## config.mk

```make
export PLATFORM = sky130hd
export DESIGN_NAME = id_ex_stage_flat
export DESIGN_NICKNAME = d
export VERILOG_FILES = /design/src/rtl/pipe_pkg.sv /design/src/rtl/id_ex_stage_if.sv /design/src/rtl/fwd_unit.sv /design/src/rtl/id_ex_stage.sv /design/src/flat_wrapper.sv
export SDC_FILE = /design/constraint.sdc
export NUM_CORES = 1
export LEC_CHECK = 0
export ABC_CLOCK_PERIOD_IN_PS = 4070
export CAP_MARGIN = 20
export CELL_PAD_IN_SITES_DETAIL_PLACEMENT = 2
export CELL_PAD_IN_SITES_GLOBAL_PLACEMENT = 2
export CORE_MARGIN = 4
export CORE_UTILIZATION = 25
export CTS_CLUSTER_DIAMETER = 40
export DETAILED_ROUTE_END_ITERATION = 7
export MAX_ROUTING_LAYER = met4
export PLACE_DENSITY = 0.83
export SLEW_MARGIN = 20
export SYNTH_ARGS = -nofsm -noshare
export SYNTH_HDL_FRONTEND = slang
export SYNTH_SLANG_ARGS = --single-unit
```

## constraint.sdc

```tcl
create_clock -name clk -period 4.07 [get_ports clk]
set_clock_uncertainty 0.1 [all_clocks]
set_input_delay 0.814 -clock clk [delete_from_list [all_inputs] [get_ports clk]]
set_output_delay 0.814 -clock clk [all_outputs]
set_load 0.05 [all_outputs]
```

## src/rtl/pipe_pkg.sv

```systemverilog
`default_nettype none
// +----------------------------------------------------------------------+
// | Module      : pipe_pkg                                               |
// | Description : Shared widths, ALU control codes and the ID/EX         |
// |               pipeline register layout.                              |
// | Revision    : 1.0  initial release                                   |
// +----------------------------------------------------------------------+
package pipe_pkg;

  localparam int REG_BUS_W    = 32;  // RegBus
  localparam int INST_ADDR_W  = 32;  // InstAddrBus
  localparam int ALU_CTRL_W   = 5;   // AluCtrl
  localparam int REG_IDX_BITS = 5;

  typedef enum logic [ALU_CTRL_W-1:0] {
    AluCtrlNop  = 5'd0,
    AluCtrlAdd  = 5'd1,
    AluCtrlSub  = 5'd2,
    AluCtrlAnd  = 5'd3,
    AluCtrlOr   = 5'd4,
    AluCtrlXor  = 5'd5,
    AluCtrlSll  = 5'd6,
    AluCtrlSrl  = 5'd7,
    AluCtrlSra  = 5'd8,
    AluCtrlSlt  = 5'd9,
    AluCtrlSltu = 5'd10,
    AluCtrlBeq  = 5'd11,
    AluCtrlJal  = 5'd12
  } alu_ctrl_e;

  // Contents of the ID/EX pipeline register. An all-zero value is a bubble.
  typedef struct packed {
    logic                    valid;
    logic [ALU_CTRL_W-1:0]   aluctrl;
    logic [REG_IDX_BITS-1:0] rs1;
    logic [REG_IDX_BITS-1:0] rs2;
    logic [REG_BUS_W-1:0]    rs1_data;
    logic [REG_BUS_W-1:0]    rs2_data;
    logic [REG_BUS_W-1:0]    imm;
    logic                    use_imm;
    logic [REG_IDX_BITS-1:0] rd;
    logic                    we;
    logic                    is_load;
    logic [INST_ADDR_W-1:0]  pc;
    logic [INST_ADDR_W-1:0]  branch_off;
  } id_ex_t;

endpackage
`default_nettype wire

```

## src/rtl/id_ex_stage_if.sv

```systemverilog
`default_nettype none
// +----------------------------------------------------------------------+
// | Module      : id_ex_stage_if                                         |
// | Description : Decoder, bypass, ALU and hazard signals around the     |
// |               ID/EX stage. master = surrounding pipeline, slave =    |
// |               the stage itself.                                      |
// | Revision    : 1.0  initial release                                   |
// +----------------------------------------------------------------------+
interface id_ex_stage_if #(
  parameter int DATA_W    = 32,
  parameter int ADDR_W    = 32,
  parameter int ALUCTRL_W = 5,
  parameter int REG_IDX_W = 5,
  parameter int CNT_W     = 16
);
  // decoder / register file
  logic                 id_valid;
  logic [ALUCTRL_W-1:0] id_aluctrl;
  logic [REG_IDX_W-1:0] id_rs1;
  logic [REG_IDX_W-1:0] id_rs2;
  logic [DATA_W-1:0]    id_rs1_data;
  logic [DATA_W-1:0]    id_rs2_data;
  logic [DATA_W-1:0]    id_imm;
  logic                 id_use_imm;
  logic [REG_IDX_W-1:0] id_rd;
  logic                 id_we;
  logic                 id_is_load;
  logic [ADDR_W-1:0]    id_pc;
  logic [ADDR_W-1:0]    id_branch_off;
  // bypass sources
  logic [REG_IDX_W-1:0] mem_rd;
  logic                 mem_we;
  logic                 mem_is_load;
  logic [DATA_W-1:0]    mem_result;
  logic [REG_IDX_W-1:0] wb_rd;
  logic                 wb_we;
  logic [DATA_W-1:0]    wb_data;
  // pipeline control
  logic                 mem_stall;
  logic                 branch_true;
  logic                 stall_id;
  // EX side
  logic                 alu_enable;
  logic [ALUCTRL_W-1:0] alu_aluctrl;
  logic [DATA_W-1:0]    alu_src1;
  logic [DATA_W-1:0]    alu_src2;
  logic [ADDR_W-1:0]    alu_pc_o;
  logic [ADDR_W-1:0]    alu_branch_addr;
  logic [REG_IDX_W-1:0] ex_rd;
  logic                 ex_we;
  logic                 ex_is_load;
  logic [DATA_W-1:0]    ex_store_data;
  logic [CNT_W-1:0]     bubble_cnt;

  modport master (
    output id_valid, id_aluctrl, id_rs1, id_rs2, id_rs1_data, id_rs2_data,
           id_imm, id_use_imm, id_rd, id_we, id_is_load, id_pc, id_branch_off,
           mem_rd, mem_we, mem_is_load, mem_result, wb_rd, wb_we, wb_data,
           mem_stall, branch_true,
    input  stall_id, alu_enable, alu_aluctrl, alu_src1, alu_src2, alu_pc_o,
           alu_branch_addr, ex_rd, ex_we, ex_is_load, ex_store_data, bubble_cnt
  );

  modport slave (
    input  id_valid, id_aluctrl, id_rs1, id_rs2, id_rs1_data, id_rs2_data,
           id_imm, id_use_imm, id_rd, id_we, id_is_load, id_pc, id_branch_off,
           mem_rd, mem_we, mem_is_load, mem_result, wb_rd, wb_we, wb_data,
           mem_stall, branch_true,
    output stall_id, alu_enable, alu_aluctrl, alu_src1, alu_src2, alu_pc_o,
           alu_branch_addr, ex_rd, ex_we, ex_is_load, ex_store_data, bubble_cnt
  );
endinterface
`default_nettype wire

```

## src/rtl/fwd_unit.sv

```systemverilog
`default_nettype none
// +----------------------------------------------------------------------+
// | Module      : fwd_unit                                               |
// | Description : Bypass mux for one source operand of the EX stage.     |
// | Revision    : 1.0  initial release                                   |
// +----------------------------------------------------------------------+
module fwd_unit #(
  parameter int DATA_W    = 32,
  parameter int REG_IDX_W = 5
) (
  input  logic [REG_IDX_W-1:0] rs_i,
  input  logic [DATA_W-1:0]    rf_data_i,
  input  logic [REG_IDX_W-1:0] mem_rd_i,
  input  logic                 mem_we_i,
  input  logic                 mem_is_load_i,
  input  logic [DATA_W-1:0]    mem_result_i,
  input  logic [REG_IDX_W-1:0] wb_rd_i,
  input  logic                 wb_we_i,
  input  logic [DATA_W-1:0]    wb_data_i,
  output logic [DATA_W-1:0]    data_o
);

  // r0 reads zero; otherwise take the youngest producer, MEM ahead of WB.
  // A load in MEM has no data yet, so it is skipped (the interlock keeps
  // that case out of EX anyway).
  always_comb begin
    data_o = rf_data_i;
    if (rs_i == '0) begin
      data_o = '0;
    end else if (mem_we_i && !mem_is_load_i && (mem_rd_i == rs_i)) begin
      data_o = mem_result_i;
    end else if (wb_we_i && (wb_rd_i == rs_i)) begin
      data_o = wb_data_i;
    end
  end

endmodule
`default_nettype wire

```

## src/rtl/id_ex_stage.sv

```systemverilog
`default_nettype none
// +----------------------------------------------------------------------+
// | Module      : id_ex_stage                                            |
// | Description : ID/EX pipeline register with operand forwarding,       |
// |               load-use interlock, branch flush and a saturating      |
// |               bubble counter.                                        |
// | Revision    : 1.0  initial release                                   |
// +----------------------------------------------------------------------+
module id_ex_stage
  import pipe_pkg::*;
#(
  parameter int DATA_W    = REG_BUS_W,
  parameter int ADDR_W    = INST_ADDR_W,
  parameter int ALUCTRL_W = ALU_CTRL_W,
  parameter int REG_IDX_W = REG_IDX_BITS,
  parameter int CNT_W     = 16
) (
  input  logic         clk,
  input  logic         rst,
  id_ex_stage_if.slave bus_io
);

  id_ex_t             ex_q, ex_d;
  logic [CNT_W-1:0]   bubble_cnt_q, bubble_cnt_d;
  logic               lu_hazard;
  logic [DATA_W-1:0]  fwd_rs1, fwd_rs2;

  // The load in EX has no result until MEM, so a consumer directly behind
  // it must wait one cycle.
  assign lu_hazard = ex_q.valid && ex_q.is_load && ex_q.we && (ex_q.rd != '0) &&
                     bus_io.id_valid &&
                     ((bus_io.id_rs1 == ex_q.rd) ||
                      (!bus_io.id_use_imm && (bus_io.id_rs2 == ex_q.rd)));

  // A flush discards the consumer, so no stall is needed in that case.
  assign bus_io.stall_id = (lu_hazard && !bus_io.branch_true) || bus_io.mem_stall;

  // Next-state selection: hold > flush > load-use bubble > capture.
  always_comb begin
    ex_d         = ex_q;
    bubble_cnt_d = bubble_cnt_q;
    if (bus_io.mem_stall) begin
      ex_d = ex_q;
    end else if (bus_io.branch_true) begin
      ex_d         = '0;
      ex_d.aluctrl = AluCtrlNop;
    end else if (lu_hazard) begin
      ex_d         = '0;
      ex_d.aluctrl = AluCtrlNop;
      if (~&bubble_cnt_q) begin
        bubble_cnt_d = bubble_cnt_q + 1'b1;
      end
    end else begin
      ex_d.valid      = bus_io.id_valid;
      ex_d.aluctrl    = bus_io.id_aluctrl;
      ex_d.rs1        = bus_io.id_rs1;
      ex_d.rs2        = bus_io.id_rs2;
      ex_d.rs1_data   = bus_io.id_rs1_data;
      ex_d.rs2_data   = bus_io.id_rs2_data;
      ex_d.imm        = bus_io.id_imm;
      ex_d.use_imm    = bus_io.id_use_imm;
      ex_d.rd         = bus_io.id_rd;
      ex_d.we         = bus_io.id_we;
      ex_d.is_load    = bus_io.id_is_load;
      ex_d.pc         = bus_io.id_pc;
      ex_d.branch_off = bus_io.id_branch_off;
    end
  end

  // Pipeline register and bubble counter.
  always_ff @(posedge clk) begin
    if (rst) begin
      ex_q         <= '0;
      bubble_cnt_q <= '0;
    end else begin
      ex_q         <= ex_d;
      bubble_cnt_q <= bubble_cnt_d;
    end
  end

  fwd_unit #(.DATA_W(DATA_W), .REG_IDX_W(REG_IDX_W)) u_fwd_rs1 (
    .rs_i          (ex_q.rs1),
    .rf_data_i     (ex_q.rs1_data),
    .mem_rd_i      (bus_io.mem_rd),
    .mem_we_i      (bus_io.mem_we),
    .mem_is_load_i (bus_io.mem_is_load),
    .mem_result_i  (bus_io.mem_result),
    .wb_rd_i       (bus_io.wb_rd),
    .wb_we_i       (bus_io.wb_we),
    .wb_data_i     (bus_io.wb_data),
    .data_o        (fwd_rs1)
  );

  fwd_unit #(.DATA_W(DATA_W), .REG_IDX_W(REG_IDX_W)) u_fwd_rs2 (
    .rs_i          (ex_q.rs2),
    .rf_data_i     (ex_q.rs2_data),
    .mem_rd_i      (bus_io.mem_rd),
    .mem_we_i      (bus_io.mem_we),
    .mem_is_load_i (bus_io.mem_is_load),
    .mem_result_i  (bus_io.mem_result),
    .wb_rd_i       (bus_io.wb_rd),
    .wb_we_i       (bus_io.wb_we),
    .wb_data_i     (bus_io.wb_data),
    .data_o        (fwd_rs2)
  );

  assign bus_io.alu_enable      = ex_q.valid;
  assign bus_io.alu_aluctrl     = ALUCTRL_W'(ex_q.aluctrl);
  assign bus_io.alu_src1        = fwd_rs1;
  assign bus_io.alu_src2        = ex_q.use_imm ? ex_q.imm : fwd_rs2;
  assign bus_io.ex_store_data   = fwd_rs2;
  assign bus_io.alu_pc_o        = ADDR_W'(ex_q.pc);
  assign bus_io.alu_branch_addr = ADDR_W'(ex_q.branch_off);
  assign bus_io.ex_rd           = ex_q.rd;
  assign bus_io.ex_we           = ex_q.we;
  assign bus_io.ex_is_load      = ex_q.is_load;
  assign bus_io.bubble_cnt      = bubble_cnt_q;

endmodule
`default_nettype wire

```

## src/flat_wrapper.sv

```systemverilog
// flat-port wrapper written by rule: the top's interface ports become plain ports
module id_ex_stage_flat import pipe_pkg::*;
#(
  parameter int DATA_W    = REG_BUS_W,
  parameter int ADDR_W    = INST_ADDR_W,
  parameter int ALUCTRL_W = ALU_CTRL_W,
  parameter int REG_IDX_W = REG_IDX_BITS,
  parameter int CNT_W     = 16
)
  (clk, rst, bus_io_id_valid, bus_io_id_aluctrl, bus_io_id_rs1, bus_io_id_rs2, bus_io_id_rs1_data, bus_io_id_rs2_data, bus_io_id_imm, bus_io_id_use_imm, bus_io_id_rd, bus_io_id_we, bus_io_id_is_load, bus_io_id_pc, bus_io_id_branch_off, bus_io_mem_rd, bus_io_mem_we, bus_io_mem_is_load, bus_io_mem_result, bus_io_wb_rd, bus_io_wb_we, bus_io_wb_data, bus_io_mem_stall, bus_io_branch_true, bus_io_stall_id, bus_io_alu_enable, bus_io_alu_aluctrl, bus_io_alu_src1, bus_io_alu_src2, bus_io_alu_pc_o, bus_io_alu_branch_addr, bus_io_ex_rd, bus_io_ex_we, bus_io_ex_is_load, bus_io_ex_store_data, bus_io_bubble_cnt);
  id_ex_stage_if #(.DATA_W(DATA_W), .ADDR_W(ADDR_W), .ALUCTRL_W(ALUCTRL_W), .REG_IDX_W(REG_IDX_W), .CNT_W(CNT_W)) bus_io_i ();
  input  logic clk;
  input  logic rst;
  input wire logic [$bits(bus_io_i.id_valid)-1:0] bus_io_id_valid;
  input wire logic [$bits(bus_io_i.id_aluctrl)-1:0] bus_io_id_aluctrl;
  input wire logic [$bits(bus_io_i.id_rs1)-1:0] bus_io_id_rs1;
  input wire logic [$bits(bus_io_i.id_rs2)-1:0] bus_io_id_rs2;
  input wire logic [$bits(bus_io_i.id_rs1_data)-1:0] bus_io_id_rs1_data;
  input wire logic [$bits(bus_io_i.id_rs2_data)-1:0] bus_io_id_rs2_data;
  input wire logic [$bits(bus_io_i.id_imm)-1:0] bus_io_id_imm;
  input wire logic [$bits(bus_io_i.id_use_imm)-1:0] bus_io_id_use_imm;
  input wire logic [$bits(bus_io_i.id_rd)-1:0] bus_io_id_rd;
  input wire logic [$bits(bus_io_i.id_we)-1:0] bus_io_id_we;
  input wire logic [$bits(bus_io_i.id_is_load)-1:0] bus_io_id_is_load;
  input wire logic [$bits(bus_io_i.id_pc)-1:0] bus_io_id_pc;
  input wire logic [$bits(bus_io_i.id_branch_off)-1:0] bus_io_id_branch_off;
  input wire logic [$bits(bus_io_i.mem_rd)-1:0] bus_io_mem_rd;
  input wire logic [$bits(bus_io_i.mem_we)-1:0] bus_io_mem_we;
  input wire logic [$bits(bus_io_i.mem_is_load)-1:0] bus_io_mem_is_load;
  input wire logic [$bits(bus_io_i.mem_result)-1:0] bus_io_mem_result;
  input wire logic [$bits(bus_io_i.wb_rd)-1:0] bus_io_wb_rd;
  input wire logic [$bits(bus_io_i.wb_we)-1:0] bus_io_wb_we;
  input wire logic [$bits(bus_io_i.wb_data)-1:0] bus_io_wb_data;
  input wire logic [$bits(bus_io_i.mem_stall)-1:0] bus_io_mem_stall;
  input wire logic [$bits(bus_io_i.branch_true)-1:0] bus_io_branch_true;
  output wire logic [$bits(bus_io_i.stall_id)-1:0] bus_io_stall_id;
  output wire logic [$bits(bus_io_i.alu_enable)-1:0] bus_io_alu_enable;
  output wire logic [$bits(bus_io_i.alu_aluctrl)-1:0] bus_io_alu_aluctrl;
  output wire logic [$bits(bus_io_i.alu_src1)-1:0] bus_io_alu_src1;
  output wire logic [$bits(bus_io_i.alu_src2)-1:0] bus_io_alu_src2;
  output wire logic [$bits(bus_io_i.alu_pc_o)-1:0] bus_io_alu_pc_o;
  output wire logic [$bits(bus_io_i.alu_branch_addr)-1:0] bus_io_alu_branch_addr;
  output wire logic [$bits(bus_io_i.ex_rd)-1:0] bus_io_ex_rd;
  output wire logic [$bits(bus_io_i.ex_we)-1:0] bus_io_ex_we;
  output wire logic [$bits(bus_io_i.ex_is_load)-1:0] bus_io_ex_is_load;
  output wire logic [$bits(bus_io_i.ex_store_data)-1:0] bus_io_ex_store_data;
  output wire logic [$bits(bus_io_i.bubble_cnt)-1:0] bus_io_bubble_cnt;
  assign bus_io_i.id_valid = bus_io_id_valid;
  assign bus_io_i.id_aluctrl = bus_io_id_aluctrl;
  assign bus_io_i.id_rs1 = bus_io_id_rs1;
  assign bus_io_i.id_rs2 = bus_io_id_rs2;
  assign bus_io_i.id_rs1_data = bus_io_id_rs1_data;
  assign bus_io_i.id_rs2_data = bus_io_id_rs2_data;
  assign bus_io_i.id_imm = bus_io_id_imm;
  assign bus_io_i.id_use_imm = bus_io_id_use_imm;
  assign bus_io_i.id_rd = bus_io_id_rd;
  assign bus_io_i.id_we = bus_io_id_we;
  assign bus_io_i.id_is_load = bus_io_id_is_load;
  assign bus_io_i.id_pc = bus_io_id_pc;
  assign bus_io_i.id_branch_off = bus_io_id_branch_off;
  assign bus_io_i.mem_rd = bus_io_mem_rd;
  assign bus_io_i.mem_we = bus_io_mem_we;
  assign bus_io_i.mem_is_load = bus_io_mem_is_load;
  assign bus_io_i.mem_result = bus_io_mem_result;
  assign bus_io_i.wb_rd = bus_io_wb_rd;
  assign bus_io_i.wb_we = bus_io_wb_we;
  assign bus_io_i.wb_data = bus_io_wb_data;
  assign bus_io_i.mem_stall = bus_io_mem_stall;
  assign bus_io_i.branch_true = bus_io_branch_true;
  assign bus_io_stall_id = bus_io_i.stall_id;
  assign bus_io_alu_enable = bus_io_i.alu_enable;
  assign bus_io_alu_aluctrl = bus_io_i.alu_aluctrl;
  assign bus_io_alu_src1 = bus_io_i.alu_src1;
  assign bus_io_alu_src2 = bus_io_i.alu_src2;
  assign bus_io_alu_pc_o = bus_io_i.alu_pc_o;
  assign bus_io_alu_branch_addr = bus_io_i.alu_branch_addr;
  assign bus_io_ex_rd = bus_io_i.ex_rd;
  assign bus_io_ex_we = bus_io_i.ex_we;
  assign bus_io_ex_is_load = bus_io_i.ex_is_load;
  assign bus_io_ex_store_data = bus_io_i.ex_store_data;
  assign bus_io_bubble_cnt = bus_io_i.bubble_cnt;
  id_ex_stage #(.DATA_W(DATA_W), .ADDR_W(ADDR_W), .ALUCTRL_W(ALUCTRL_W), .REG_IDX_W(REG_IDX_W), .CNT_W(CNT_W)) u_core (.clk(clk), .rst(rst), .bus_io(bus_io_i));
endmodule
```

Word level (Yosys, flattened, before mapping)
Index checks and enable logic that the tools add are counted.

word-level totals
  register bits after elaboration = 200
  input bits = 265
  output and inout bits = 190
  word-level logic and storage cells = 55

cells by class
  add/subtract/negate cells = 1
  eq/ne operators = 6
  mux-type cells = 9
  bitwise operators = 3
  reduce and logical (&&, ||, !) cells = 22

operator list
  kind                   number
  $mux 184               2
  $mux 32                7
  $eq 5x5->1             6
  $add 16x1->16 const B  1
  $reduce_and 16->1      1
  $logic_and 1x1->1      12
  $logic_not 5->1        2
  $reduce_bool 5->1      1
  $reduce_and 4->1       1
  $logic_not 1->1        3
  $not 1->1              3
  $logic_or 1x1->1       2

Depth between registers and ports, before layout
Gate-level depths: netlist of run 1.

  word-level depth = 7
  mapped depth = 9
  mapped depth without buffers = 6

By module
Synthesis of run 1 repeated with hierarchy kept, for this count alone.

second synthesis, totals
  cells, all modules = 1006
  area total of the unflattened synthesis = 9728.1 um^2

modules (own cells, without submodules)
  module       instances  cells an instance  area each (um^2)  seq. area each (um^2)
  id_ex_stage  1          654                7568.5            4003.8
  fwd_unit     2          176                1079.8            0.0

Worst setup path before layout of run 1
No wires, ideal clock.

  kind = input -> output
  start = input port bus_io_mem_rd[4]
  end = output port bus_io_alu_src2[0]
  data arrival time = 3.031 ns
  required time = 3.156 ns
  setup slack = 0.125 ns
  cell stages on the path = 7
  buffers on the path = 2
  path through = xor2_1 > nor4_1 > and2_1 > clkbuf_1 > buf_2 > a211oi_1 > o31ai_1

between the ends
  word-level cells in the longest chain between the ends = 5

RTL lines
  what                line                RTL
  start: declaration  flat_wrapper.sv:27  input wire logic [$bits(bus_io_i.mem_rd)-1:0] bus_io_mem_rd;
  $eq 5x5->1          fwd_unit.sv:30      end else if (mem_we_i && !mem_is_load_i && (mem_rd_i == rs_i)) begin
  $logic_and 1x1->1   fwd_unit.sv:30
  $mux 32             fwd_unit.sv:30
  $mux 32             fwd_unit.sv:28      if (rs_i == '0) begin
  $mux 32             id_ex_stage.sv:110  assign bus_io.alu_src2 = ex_q.use_imm ? ex_q.imm : fwd_rs2;
  end: declaration    flat_wrapper.sv:40  output wire logic [$bits(bus_io_i.alu_src2)-1:0] bus_io_alu_src2;

Every way passes these cells.

Worst setup path after layout of run 1
  start = input port bus_io_wb_rd[1]
  end = output port bus_io_alu_src2[25]

between the ends
  word-level cells in the longest chain between the ends = 6

RTL lines
  what                line                RTL
  start: declaration  flat_wrapper.sv:31  input wire logic [$bits(bus_io_i.wb_rd)-1:0] bus_io_wb_rd;
  $eq 5x5->1          fwd_unit.sv:32      end else if (wb_we_i && (wb_rd_i == rs_i)) begin
  $logic_and 1x1->1   fwd_unit.sv:32
  $mux 32             fwd_unit.sv:32
  $mux 32             fwd_unit.sv:30
  $mux 32             fwd_unit.sv:28
  $mux 32             id_ex_stage.sv:110

Every way passes these cells.

==> results.sh, run 1 <==
export IMPL_status="complete, no violations"
export IMPL_share_seq_of_total_power_pct=42.3
export IMPL_ant_nets=0
export IMPL_nets=1646
export IMPL_yosysUniqueCellTypes=38
export IMPL_ys_top_cells_by_area="dfxtp_1 43%, a22o_1 17%, buf_4 6.3%"
export IMPL_ys_ff_latch=200
export IMPL_cts_sinks=200
export IMPL_synth_cells=1008
export IMPL_holdPathEnd="u_core.ex_q[80]"
export IMPL_synthArstFlopShare_pct=0
export IMPL_cts_buffers=17
export IMPL_critPathMaxFanout=32
export IMPL_vias=9732
export IMPL_dieWidth_um=202
export IMPL_synth_main_ff_cell="dfxtp_1"
export IMPL_leakagePower_nw=5.68
export IMPL_syn_area_um2=9390
export IMPL_setup_tns_ps=0
export IMPL_clock_latency_ps=460
export IMPL_swShare_pct=31.0
export IMPL_crit_type="in -> out"
export IMPL_antenna_found_initial=9
export IMPL_p_total_mw=4.92
export IMPL_hpwl_um=33800
export IMPL_clock_root_buffer="clkbuf_16"
export IMPL_cp_slowest_stage_delay_ps=560
export IMPL_r2r_slack_ps=1490
export IMPL_seq_area_um2=4010
export IMPL_avgSynthCellArea_um2=9.31
export IMPL_io_buffers=454
export IMPL_ir_worst_vdd_mv=0.307
export IMPL_clkPwrFrac_pct=36.4
export IMPL_cap_viol_max_count=0
export IMPL_max_slew_margin_pct=28.9
export IMPL_fin_crit_ps=4040
export IMPL_syn_to_final_growth_pct=61.0
export IMPL_setup_violations_final=0
export IMPL_ys_warn_count=0
export IMPL_whs_path_depth=1
export IMPL_clk_pin_slew_worst_paths_ps=70
export IMPL_crit_path_start_kind="input pin"
export IMPL_layout_drive_gt1_share_pct=16.4
export IMPL_reg2reg_depth=6
export IMPL_cts_max_level=4
export IMPL_required_ps=3160
export IMPL_finalHoldViolations=0
export IMPL_syn_nets=1274
export IMPL_synth_top_area_share_pct=42.6
export IMPL_drt_wl_total_um=46200
export IMPL_grt_remaining_overflow=0
export IMPL_reg2reg_from="u_core.bus_io.ex_rd[1]"
export IMPL_min_from="u_core.ex_q[80]"
export IMPL_routedWlPerCell_um=24.7
export IMPL_worst_slew_pin_slew_ps=1070
export IMPL_combPwrFrac_pct=21.3
export IMPL_fillers=3957
export IMPL_core_rowCount=70
export IMPL_core_area_um2=36800
export IMPL_switching_power_mw=1.53
export IMPL_final_cells=1870
export IMPL_slew_viol_final=0
export IMPL_ys_seq_area_share_pct=42.6
export IMPL_synth_common_cells="200 x dfxtp_1, 184 x a22o_1, 79 x buf_4, 71 x nor2_1, 67 x nor3_1"
export IMPL_drc=0
export IMPL_r2r_end="u_core.ex_q[74]"
export IMPL_die_h_um=202
export IMPL_place_gp_congestion=0.836
export IMPL_dieArea_um2=40700
export IMPL_p_per_area_nw_per_um2=326
export IMPL_synth_most_common_cell="dfxtp_1"
export IMPL_first_iter_violations=377
export IMPL_clockBufferDepth=2
export IMPL_cp_slowest_cell="clkdlybuf4s50_1"
export IMPL_fmax_ghz=0.247
export IMPL_grt_pass1_vias=10900
export IMPL_yosys_area_top_type="dfxtp_1"
export IMPL_worstPathArrival_ps=3130
export IMPL_start_util_pct=25.5
export IMPL_p_int_mw=3.40
export IMPL_rsz0062_at_grt="true"
export IMPL_io_pins=455
export IMPL_synth_edf_count=0
export IMPL_hold_path_class="reg -> reg"
export IMPL_dp_cells=1828
export IMPL_cp_end_kind="output pin"
export IMPL_grt_pass1_wl_um=69000
export IMPL_multiInputGateArea_um2=4460
export IMPL_drt_pass1_iter_count=4
export IMPL_fin_crit_sh_pct=99.3
export IMPL_grt_max_degree=127
export IMPL_crit_chain="clkdlybuf4s50_1 -> xnor2_1 -> nand4_1 -> buf_8 -> nor3_1 -> a211oi_2 -> o31ai_1 -> buf_4"
export IMPL_via_per_inst=5.20
export IMPL_grt_usage_pct=22.6
export IMPL_cts_tree="done"
## worst max path at each step
stage                          endpoint  slack (ps)        startpoint
2_1_floorplan        bus_io_alu_src2[0]         120  bus_io_mem_rd[4]
3_3_place_gp        bus_io_alu_src2[31]         -80   bus_io_wb_rd[4]
3_5_place_dp   bus_io_ex_store_data[30]         -90   bus_io_wb_rd[1]
4_1_cts             bus_io_alu_src2[20]         -10   bus_io_wb_rd[1]
5_1_grt             bus_io_alu_src2[15]         -80   bus_io_wb_rd[3]
6_report            bus_io_alu_src2[25]          30   bus_io_wb_rd[1]
## power by group through the flow
stage	logic [mW]	registers [mW]	clock network, mW
after floorplan	0.512	2.11	0
after global placement	1.02	2.12	0
after detailed placement	1.04	2.12	0
after CTS	1.05	2.08	1.87
after global routing	1.10	2.09	1.93
final	1.05	2.08	1.79
## layer usage
layer / vias to the layer above / track usage, % / part of all wire, %
li1: 4427 / - / -
met1: 4895 / 25.3 / 41
met2: 351 / 38.6 / 50
met3: 59 / 6.61 / 6.6
met4: 0 / 7.71 / 2.6
met5: - / - / 0
## flip-flops by register name, indices dropped and copies added (netlist names), 5 cells and up
register,flops
u_core.ex_q,107
u_core.bus_io.alu_branch_addr,32
u_core.bus_io.alu_pc_o,32
u_core.bus_io.bubble_cnt,16
u_core.bus_io.alu_aluctrl,5
u_core.bus_io.ex_rd,5
## worst max-delay path: cells and delay by family
family	cells	cell delay [ps]
buffers and inverters	3	1110
AOI/OAI and AO/OA	2	530
and+or+nand+nor	2	480
xor gates and xnor gates	1	150
## kinds of logic after synthesis
group                    synth area share (%)
AO/OA/AOI/OAI                            27.4
AND/OR/NAND/NOR                          11.7
flip-flops                               42.6
buffers and inverters                    11.6
multiplexers                             3.65
XOR/XNOR                                 2.80
adder cells (fa/ha/maj)                 0.133
## cells in the final DEF, fill, tap and decap left out, types with 3 or more instances in the layout
master and instances:
clkinv_4 5, nor3_2 6, a211oi_2 12, nor2_1 69
inv_1 34, xor2_1 14, nand3_1 9, diode_2 9
and3_1 3, or4_1 15, nor3_1 61, clkbuf_16 17
buf_4 118, inv_8 4, xnor2_1 16, nand4_1 11
nor2b_1 3, a21oi_1 13, mux2i_1 30, dfxtp_1 199
a211oi_1 51, a22o_1 184, nand2_1 39, buf_12 41
clkdlybuf4s50_1 356, o31ai_1 44, clkinv_8 3
## cell type report
| cell class | instances | share of cell area (%) |
|---|---|---|
| repair buffers | 518 | 35.1 |
| clock inverters | 15 | 1.22 |
| multi-input cells | 609 | 29.5 |
| inverters | 34 | 0.844 |
| flip-flops and latches | 200 | 26.5 |
| well taps | 468 | 3.87 |
| clock buffers | 17 | 2.81 |
| diodes | 9 | 0.149 |
## metrics by stage
stage / area [um2] / hold slack, ps / util [%] / setup WS [ps]
after floorplan: 9390 / 342 / - / 125
after global placement: 14300 / 355 / 38.9 / -84.3
after detailed placement: 14300 / 355 / 38.9 / -91.6
after CTS: 15000 / 382 / 40.7 / -14.0
after global routing: 15100 / 396 / 41.1 / -79.6
final: 15100 / 378 / 41.1 / 26.6
## repair_timing
item                                    CTS  global route
endpoints found under the setup margin   13            37
resized for setup                        10            22
hold endpoints to repair                  0             0
setup buffers                             0             1
hold buffers                              0             0
pin swaps                                 0             6
No activity file was read; power rests on OpenSTA's default activity.
==> run 2, diff against run 1 <==
Settings changed: HOLD_SLACK_MARGIN set to 0.12.
==> results of run 2 <==
Same layout as run 1: the final DEF is identical, and so are final timing and power.
==> run 3, diff against run 2 <==
Settings changed: PLACE_DENSITY 0.83 to 0.81, SYNTH_HIERARCHICAL set to 1.
==> results.sh, run 3 <==
export IMPL_ctsResizeCount=0
export IMPL_synthArstFlopShare_pct=0
export IMPL_worstPathArrival_ps=3130
export IMPL_grt_usage_pct=24.1
export IMPL_synth_cells=1006
export IMPL_place_gp_congestion=0.848
export IMPL_cts_tree="done"
export IMPL_grt_pass1_wl_um=75300
export IMPL_reg2reg_from="u_core/bus_io.ex_rd[3]"
export IMPL_ys_ff_latch=200
export IMPL_r2r_slack_ps=1200
export IMPL_r2r_end="u_core/ex_q[146]"
export IMPL_syn_to_final_growth_pct=67.0
export IMPL_cp_end_kind="output pin"
export IMPL_required_ps=3160
export IMPL_synth_common_cells="200 x dfxtp_1, 184 x a22o_1, 75 x buf_4, 75 x nand4_1, 70 x nor3_1"
export IMPL_grt_remaining_overflow=0
export IMPL_synth_main_ff_cell="dfxtp_1"
export IMPL_clock_root_buffer="clkbuf_16"
export IMPL_p_per_area_nw_per_um2=314
export IMPL_crit_type="in -> out"
export IMPL_cts_max_level=4
export IMPL_first_iter_violations=485
export IMPL_via_per_inst=5.38
export IMPL_routedWlPerCell_um=27.0
export IMPL_hpwl_um=37700
export IMPL_rsz0062_at_grt="true"
export IMPL_fmax_ghz=0.247
export IMPL_slew_viol_final=0
export IMPL_cts_sinks=200
export IMPL_final_common_cell="clkdlybuf4s50_1"
export IMPL_grt_max_degree=104
export IMPL_critPathMaxFanout=30
export IMPL_cts_hold_buf=0
export IMPL_dieArea_um2=42100
export IMPL_nets=1642
export IMPL_clockBufferDepth=2
export IMPL_core_area_um2=38000
export IMPL_die_h_um=205
export IMPL_largest_register_ffs=107
export IMPL_vias=10300
export IMPL_cts_buffers=17
export IMPL_p_total_mw=5.10
export IMPL_max_slew_margin_pct=25.9
export IMPL_worst_slew_pin_slew_ps=1110
export IMPL_yosys_area_top_type="dfxtp_1"
export IMPL_synth_edf_count=0
export IMPL_antenna_found_initial=17
export IMPL_clock_latency_ps=450
export IMPL_layout_common_cells="356 x clkdlybuf4s50_1, 199 x dfxtp_1, 184 x a22o_1"
export IMPL_ys_seq_area_share_pct=41.2
export IMPL_core_rowCount=71
export IMPL_layout_drive_gt1_share_pct=19.2
export IMPL_drc=0
export IMPL_ant_nets=0
export IMPL_min_from="u_core/ex_q[128]"
export IMPL_setup_violations_final=0
export IMPL_hold_ws_ps=375
export IMPL_reg2reg_depth=6
export IMPL_start_util_pct=25.6
export IMPL_dieWidth_um=205
export IMPL_ys_warn_count=6
export IMPL_syn_area_um2=9730
export IMPL_whs_path_depth=1
export IMPL_synth_most_common_cell="dfxtp_1"
export IMPL_syn_nets=1272
export IMPL_leakagePower_nw=5.64
export IMPL_cts_setup_buffers=0
export IMPL_io_pins=455
export IMPL_grt_pass1_vias=11400
export IMPL_yosysUniqueCellTypes=40
export IMPL_status="complete, no violations"
export IMPL_drt_pass1_iter_count=5
export IMPL_ir_worst_vdd_mv=0.272
export IMPL_top_register="u_core/ex_q"
export IMPL_avgSynthCellArea_um2=9.67
export IMPL_synth_top_area_share_pct=41.2
export IMPL_cap_viol_max_count=0
export IMPL_fin_crit_sh_pct=99.3
export IMPL_io_buffers=454
export IMPL_hold_path_class="reg -> reg"
export IMPL_finalHoldViolations=0
export IMPL_holdPathEnd="u_core/ex_q[128]"
export IMPL_fin_crit_ps=4040
export IMPL_clk_pin_slew_worst_paths_ps=80
export IMPL_crit_path_start_kind="input pin"
export IMPL_ys_top_cells_by_area="dfxtp_1 41%, a22o_1 17%, buf_4 5.8%"
export IMPL_fillers=4006
export IMPL_drt_wl_total_um=51700
run 3: per-layer routing:
metal  up-vias  part of all wire (%)  track usage, %
li1       4627                     -               -
met3        68                   7.0            7.60
met5         -                     0               -
met1      5251                    39            26.5
met2       370                    52            41.8
met4         0                   2.2            7.49
run 3: worst max-delay path by stage:
stage	start	slack (ps)	depth (start not counted)	end
after floorplan	bus_io_mem_rd[1]	-280	6	bus_io_alu_src2[30]
after global placement	bus_io_wb_rd[0]	100	10	bus_io_alu_src2[2]
after detailed placement	bus_io_wb_rd[4]	20	8	bus_io_alu_src2[3]
after CTS	bus_io_wb_rd[4]	10	8	bus_io_alu_src2[3]
after global routing	bus_io_wb_rd[3]	-50	8	bus_io_alu_src2[19]
final	bus_io_wb_rd[1]	30	8	bus_io_alu_src2[3]
run 3: through the flow:
step	TNS [ps]	cell area (um2)	util, %	setup slack (ps)	cells
2_1_floorplan	-8150	9740	-	-284	1006
3_3_place_gp	0	15500	40.9	101	1868
3_5_place_dp	0	15500	40.9	17.4	1868
4_1_cts	0	16100	42.5	14.9	1900
5_1_grt	-54.7	16200	42.7	-47.0	1917
6_report	0	16200	42.7	27.5	1917
run 3: kinds of logic (layout without fill, tap and decap cells):
group | after synthesis | count (layout) | synth area share [%]
adder cells (fa/ha/maj) | 1 | 1 | 0.129
flip-flops | 200 | 200 | 41.2
AND/OR/NAND/NOR | 208 | 208 | 12.4
XOR/XNOR | 30 | 30 | 2.70
buffers and inverters | 184 | 567 | 11.6
other | 0 | 17 | 0
multiplexers | 33 | 33 | 3.86
AO/OA/AOI/OAI | 350 | 350 | 28.2
run 3: power by group:
group          leakage (nW)  switching (mW)  internal, mW
Combinational          3.72           0.622         0.555
Sequential             1.63          0.0607          2.03
Clock                 0.297           0.896         0.940
Total                  5.64            1.58          3.52
run 3: final cells by class:
cell class                 count  area, um2  share of cell area [%]
timing repair buffer         532       6220                    38.3
clock inverter                14        181                    1.12
multi-input combinational    622       4710                    29.0
inverter                       3       11.3                  0.0693
clock buffer                  18        429                    2.64
antenna                       17       42.5                   0.262
tap                          511        639                    3.94
sequential                   200       4010                    24.7
run 3: worst max-delay path, cell delays in order:
cell	delay, ps
clkdlybuf4s50_1	520
xnor2_1	170
and4_2	300
buf_12	200
nand4_1	110
a311oi_1	540
mux2_2	300
buf_12	140
